<file path="src/rtl/router_dest_reader.sv">
`default_nettype none
// ============================================================================
// Module   : router_dest_reader
// Function : Destination-side reader that drains one packet per vld_out burst.
// Revision : 1.0
// ============================================================================
module router_dest_reader #(
  parameter int         RD_DELAY = 4,
  parameter logic [1:0] PORT_ID  = 2'd0
) (
  input  logic       clk,
  input  logic       reset,
  input  logic       vld_out,
  input  logic [7:0] data_out,
  input  logic       soft_reset,
  output logic       read_enb,
  output logic [7:0] byte_out,
  output logic       byte_valid,
  output logic [5:0] pkt_len,
  output logic       pkt_done,
  output logic       pkt_err,
  output logic       pkt_abort,
  output logic       busy
);

  localparam logic [1:0] S_IDLE = 2'd0;
  localparam logic [1:0] S_WAIT = 2'd1;
  localparam logic [1:0] S_READ = 2'd2;
  localparam logic [1:0] S_DONE = 2'd3;

  localparam int         WAIT_LAST   = (RD_DELAY > 0) ? RD_DELAY - 1 : 0;
  localparam logic [4:0] C_WAIT_LAST = WAIT_LAST[4:0];

  logic [1:0] r_state;
  logic [4:0] r_wait;
  logic [6:0] r_issued;
  logic [6:0] r_target;
  logic [6:0] r_caps;
  logic       r_cap_pend;
  logic [7:0] r_acc;
  logic [1:0] r_addr;
  logic       r_err;
  logic       r_abort;
  logic       r_valid;
  logic [7:0] r_byte;
  logic [5:0] r_len;

  logic w_read_ok;
  logic w_last;

  // Until the header is seen the target is 2 reads, which covers a zero-length packet exactly.
  assign w_read_ok = (r_state == S_READ) && (r_issued < r_target) && !soft_reset;
  assign read_enb  = w_read_ok & vld_out;
  assign w_last    = (r_caps != 7'd0) && (r_caps == ({1'b0, r_len} + 7'd1));

  always_ff @(posedge clk or posedge reset) begin
    if (reset) begin
      r_state    <= S_IDLE;
      r_wait     <= 5'd0;
      r_issued   <= 7'd0;
      r_target   <= 7'd2;
      r_caps     <= 7'd0;
      r_cap_pend <= 1'b0;
      r_acc      <= 8'h00;
      r_addr     <= 2'd0;
      r_err      <= 1'b0;
      r_abort    <= 1'b0;
      r_valid    <= 1'b0;
      r_byte     <= 8'h00;
      r_len      <= 6'd0;
    end else begin
      r_valid <= 1'b0;
      r_abort <= 1'b0;
      case (r_state)
        S_IDLE: begin
          r_wait     <= 5'd0;
          r_issued   <= 7'd0;
          r_target   <= 7'd2;
          r_caps     <= 7'd0;
          r_cap_pend <= 1'b0;
          if (vld_out) begin
            r_state <= (RD_DELAY == 0) ? S_READ : S_WAIT;
          end
        end
        S_WAIT: begin
          if (soft_reset) begin
            r_abort <= 1'b1;
            r_state <= S_IDLE;
          end else if (!vld_out) begin
            r_state <= S_IDLE;
          end else if (r_wait == C_WAIT_LAST) begin
            r_state <= S_READ;
          end else begin
            r_wait <= r_wait + 5'd1;
          end
        end
        S_READ: begin
          if (soft_reset) begin
            r_abort    <= 1'b1;
            r_cap_pend <= 1'b0;
            r_state    <= S_IDLE;
          end else begin
            r_cap_pend <= read_enb;
            if (read_enb) begin
              r_issued <= r_issued + 7'd1;
            end
            if (r_cap_pend) begin
              r_caps <= r_caps + 7'd1;
              if (r_caps == 7'd0) begin
                r_len    <= data_out[7:2];
                r_addr   <= data_out[1:0];
                r_acc    <= data_out;
                r_target <= {1'b0, data_out[7:2]} + 7'd2;
              end else if (w_last) begin
                r_err   <= (r_acc != data_out) | (r_addr != PORT_ID);
                r_state <= S_DONE;
              end else begin
                r_byte  <= data_out;
                r_valid <= 1'b1;
                r_acc   <= r_acc ^ data_out;
              end
            end
          end
        end
        S_DONE: begin
          r_state <= S_IDLE;
        end
        default: begin
          r_state <= S_IDLE;
        end
      endcase
    end
  end

  assign byte_out   = r_byte;
  assign byte_valid = r_valid;
  assign pkt_len    = r_len;
  assign pkt_done   = (r_state == S_DONE);
  assign pkt_err    = (r_state == S_DONE) & r_err;
  assign pkt_abort  = r_abort;
  assign busy       = (r_state != S_IDLE);

endmodule
`default_nettype wire
</file>
<file path="config.mk">
export PLATFORM = sky130hd
export DESIGN_NAME = router_dest_reader
export DESIGN_NICKNAME = d
export VERILOG_FILES = /design/src/rtl/router_dest_reader.sv
export SDC_FILE = /design/constraint.sdc
export NUM_CORES = 1
export LEC_CHECK = 0
export CORE_MARGIN = 2
export CORE_UTILIZATION = 55
export CTS_CLUSTER_SIZE = 28
export DETAILED_ROUTE_END_ITERATION = 10
export PLACE_DENSITY = 0.77
export SETUP_SLACK_MARGIN = 0.5
export SYNTH_ARGS = -nofsm -noshare
export SYNTH_HDL_FRONTEND = slang
export SYNTH_SLANG_ARGS = --single-unit
</file>
<file path="constraint.sdc">
create_clock -name clk -period 3.3 [get_ports clk]
set_input_delay 0.99 -clock clk [delete_from_list [all_inputs] [get_ports clk]]
set_output_delay 0.99 -clock clk [all_outputs]
set_load 0.005 [all_outputs]
</file>
# After elaboration in Yosys (flattened, before gate mapping)
# Cells that the tools add are included.
# Widths: inputs -> output; s select.
[totals]
output_inout_bits = 20
ff_bits = 56
in_bits = 12
word_cells = 100
[classes]
n_eq_ne = 19
mux = 34
n_bitwise = 7
n_reduce_logical = 21
n_lt_le_gt_ge = 1
addsub = 5
[ops]
columns = ["operator", "n"]
rows = [
  ["$mux 7", 7],
  ["$pmux 7 s2", 3],
  ["$mux 2", 8],
  ["$mux 8", 2],
  ["$reduce_and 4->1", 4],
  ["$mux 5", 3],
  ["$reduce_and 5->1", 3],
  ["$add 7x1->7 const B", 2],
  ["$ne 2x2->1 const B", 7],
  ["$pmux 5 s2", 1],
  ["$ne 3x3->1 const B", 3],
  ["$mux 1", 8],
  ["$ne 8x8->1", 1],
  ["$pmux 2 s4", 1],
  ["$reduce_bool 2->1", 4],
  ["$xor 8x8->8", 1],
  ["$add 6x1->7 const B", 1],
  ["$add 6x2->7 const B", 1],
  ["$eq 7x7->1", 1],
  ["$logic_not 7->1", 1],
  ["$lt 7x7->1", 1],
  ["$reduce_bool 7->1", 1],
  ["$reduce_and 3->1", 2],
  ["$add 5x1->5 const B", 1],
  ["13 further kinds", 20],
]

# Logic depth before layout (Yosys ltp)
[logic_depth]
word_depth = 8
ltp_mapped = 10

# Least setup slack after synthesis
# Ideal clock, no wire load.
[synth_path]
path_type = "input -> output"
from = "input port soft_reset"
to = "output port read_enb"
arrival_ps = 1900
path_stages = 5
slack_ps = 410
cell_sequence = "nand2b_1 a2111oi_0 o21ai_1 clkbuf_1 inv_1"
[synth_between]
elab_chain_cells = 3
[synth_lines]
columns = ["item", "line_no", "rtl"]
rows = [
  ["start: declaration", "15", "input logic soft_reset,"],
  ["$logic_not 1->1", "52", "assign w_read_ok = (r_state == S_READ) && (r_issued < r_target) && !soft_reset;"],
  ["$logic_and 1x1->1", "52", ""],
  ["$and 1x1->1", "53", "assign read_enb = w_read_ok & vld_out;"],
  ["end: declaration", "16", "output logic read_enb,"],
]
# No other way between the ends.

# Worst setup path in the final report
[layout_path]
from = "register r_issued[4]"
to = "output port read_enb"
[layout_between]
elab_chain_cells = 4
[layout_lines]
columns = ["item", "line_no", "rtl"]
rows = [
  ["start: declaration", "36", "logic [6:0] r_issued;"],
  ["start signal: assignment", "105", "r_issued <= r_issued + 7'd1;"],
  ["$lt 7x7->1", "52", ""],
  ["$logic_and 1x1->1 (2 in series)", "52", ""],
  ["$and 1x1->1", "53", ""],
]
# No other way between the ends.

==> results.md <==
- Status: complete, no violations
- Area Growth Syn to Fin: 19.6%
- Core ar.: 5440 sq um
- EDFF count, synth: 0
- Fin crit share: 0.895
- Initial antenna violation count: 0
- Grt ovf: 0
- Met1 Usage GRT: 0.309
- Asr flop ratio synth: 1.00
- Final Cell Area: 3670 sq um
- DRC: 0
- Syn Nets: around 340
- Max VDD drop: ~0.00031 V
- M3 GR Usage: 0.0460
- CTS H-tree lvls: 2
- Hold bufs inserted after CTS: 0
- Root Buffer: clkbuf_8
- Largest net degree at the start of global routing: 30
- Post-synthesis cell count: 309
- Total track usage: 0.227
- Fmax: 0.339 GHz
- Fin nets: 377
- Iteration-0 DRC Markers: about 150
- Register area share after synthesis: 0.457
- Pleak: 1.72 nW
- Starting Density: 0.564
- Die Area: 6190 sq um
- CP Max Fanout: 2
- Die Ht: 78.7 microns
- Commonest non-fill, non-tap cell in the layout: dfrtp_1
- Pre-Repair DR Iteration Count: 4
- First-pass GRT wire length: roughly 11 mm
- Vias in the first global route: 2421
- Hold slack: 490 ps
- DP Area: 3530 sq um
- Max Cap Viol: 0
- Drt wl/cell: 15.5 microns
- CTS tree: done
- Share of layout cells above drive strength 1: 0.143
- Ys flop type: dfrtp_1
- Crit path DAT: 1960 ps
- WP data required: around 2300 ps
- Die W: 78.7 microns
- Vias/cell: about 5.7
- Critical Path End Type: primary output
- Pwr dens: 391 nW/um^2
- Commonest non-fill, non-tap cells in the layout: 55 x dfrtp_1, 50 x nand2_1, 28 x clkdlybuf4s50_1
- DRT antenna net count: 0
- Unrepaired setup endpoints after global routing: true
- DP HPWL: around 4.7 mm
- Port bufs: 31
- Worst-Margin Slew: between 900 and 1000 ps
- Distinct cells, synth: between 40 and 50
- Rel. slew slack: 0.384
- Post-Route WL: between 6 and 7 mm
- Total CTS buffers: 5
- Final slew viol count: 0
- Setup-failing EPs final: 0
- Worst skew pair latency: 310 ps
- Tmin final: 2950 ps
- Mapped Area: just over 3000 sq um
- Kind of critical path: reg -> out
- Final GP Congestion: 0.778
- Busiest layer in global routing: met2
- Worst Skew: 12.2 ps
- Number of fill cells: 432
- Syn_area_per_cell: 9.92 sq um
- Flops & latches, synth: 56
- Met2 GRT Util: 0.369
- Synth warn: 0
- # IOs: 32
- HP Class: reg -> reg
- Worst-case clock buffer depth: 2
- Clock Sinks: 56
- CTS clock-pin slew for the worst setup and hold paths: 100 ps
- Startpoint Class: register
- Via Count: 2398
- Diodes inserted: 0
- Hold Vio Cnt, Final: 0
- # rows: 27
cells in the mapped netlist, types with 2 or more instances:
cell | number | area [sq um]
nand2b_1 | 5 | 31.3
mux2_2 | 8 | 90.1
nand3_1 | 15 | 75.1
ha_1 | 16 | 200
dfrtp_1 | 55 | 1380
a21o_1 | 11 | 82.6
or3_1 | 3 | 18.8
o221a_2 | 8 | 90.1
xor2_1 | 12 | 105
inv_1 | 18 | 67.6
nand2_1 | 50 | 188
o31ai_1 | 8 | 60.1
a31oi_1 | 2 | 12.5
mux2i_1 | 5 | 50.1
a21oi_1 | 11 | 55.1
xnor2_1 | 11 | 96.3
nand4_1 | 8 | 50.1
clkbuf_1 | 9 | 33.8
nand3b_1 | 2 | 15.0
nor2_1 | 12 | 45.0
or4_1 | 3 | 22.5
and2_1 | 3 | 18.8
nor4_1 | 2 | 12.5
o21ai_0 | 9 | 45.0
power breakdown:
group	switching [W]	internal, W
combinational	0.000155	0.0000891
clock	0.000234	0.000229
sequential	0.0000171	0.000708
total	0.000406	0.00103
registers in the layout (all words and copies together), names as in the netlist:
| signal | flops |
|---|---|
| byte_out | 8 |
| r_acc | 8 |
| r_caps | 7 |
| r_issued | 7 |
| r_target | 7 |
| pkt_len | 6 |
| r_wait | 5 |
| r_addr | 2 |
| r_state | 2 |
| byte_valid | 1 |
| pkt_abort | 1 |
| r_cap_pend | 1 |
| r_err | 1 |
worst max-delay path: stages (launching register included):
cell and delay (ps):
dfrtp_1 410, ha_1 330, a21o_1 170, a21o_1 200, a2111oi_4 300, o21ai_2 110, inv_2 50, buf_2 100
repair_timing:
| action | in CTS | in global routing |
|---|---|---|
| pin swaps | 4 | 4 |
| gates resized for setup | 7 | 1 |
| setup buffers | 1 | 1 |
| setup endpoints to repair | 1 | 3 |
layer usage:
| layer | part of all wire | up-vias |
|---|---|---|
| met5 | 0 | - |
| met1 | 0.47 | 1167 |
| li1 | - | 1173 |
| met3 | 0.041 | 7 |
| met4 | 0.011 | 0 |
| met2 | 0.48 | 51 |
logic make-up after synthesis:
logic type,share of synthesized area
AOI/OAI and AO/OA,0.149
xor gates and xnor gates,0.0657
adders and majority gates,0.0653
buffers and inverters,0.0379
DFF,0.457
muxes,0.0494
and+or+nand+nor,0.176
final cells by class:
| class | count | area [sq um] | area share |
|---|---|---|---|
| multi-input cells | 224 | 1590 | 0.434 |
| flip-flops and latches | 56 | 1400 | 0.382 |
| repair buffers | 44 | 400 | 0.109 |
| well taps | 72 | 90.1 | 0.0246 |
| clock buffers | 5 | 68.8 | 0.0188 |
| inverters | 18 | 67.6 | 0.0184 |
| clock inverters | 3 | 47.5 | 0.0130 |
path summary, 6_finish.rpt:
kind / start / to / slack, ps / cells past startpoint
worst max register to register: pkt_len[0] / byte_out[5] / 730 / 7
max in group asynchronous: reset / r_target[1] / 1540 / 3
worst min-delay path: r_wait[4] / r_wait[4] / 490 / 1
worst min register to register: r_wait[4] / r_wait[4] / 490 / 1
min in group asynchronous: reset / r_acc[4] / 1050 / 2
worst max-delay path: r_issued[4] / read_enb / 350 / 7
per-stage QoR:
step	setup WS, ps	util	cells	setup TNS, ps	power [W]
floorplan	507	-	309	0	0.000896
detailed placement	-226	0.649	412	-226	0.000986
global route	275	0.674	422	0	0.00150
finish	348	0.674	422	0	0.00143
global placement	-219	0.649	412	-219	0.000979
CTS	304	0.671	421	0	0.00144
(Power assumes the default switching activity.)
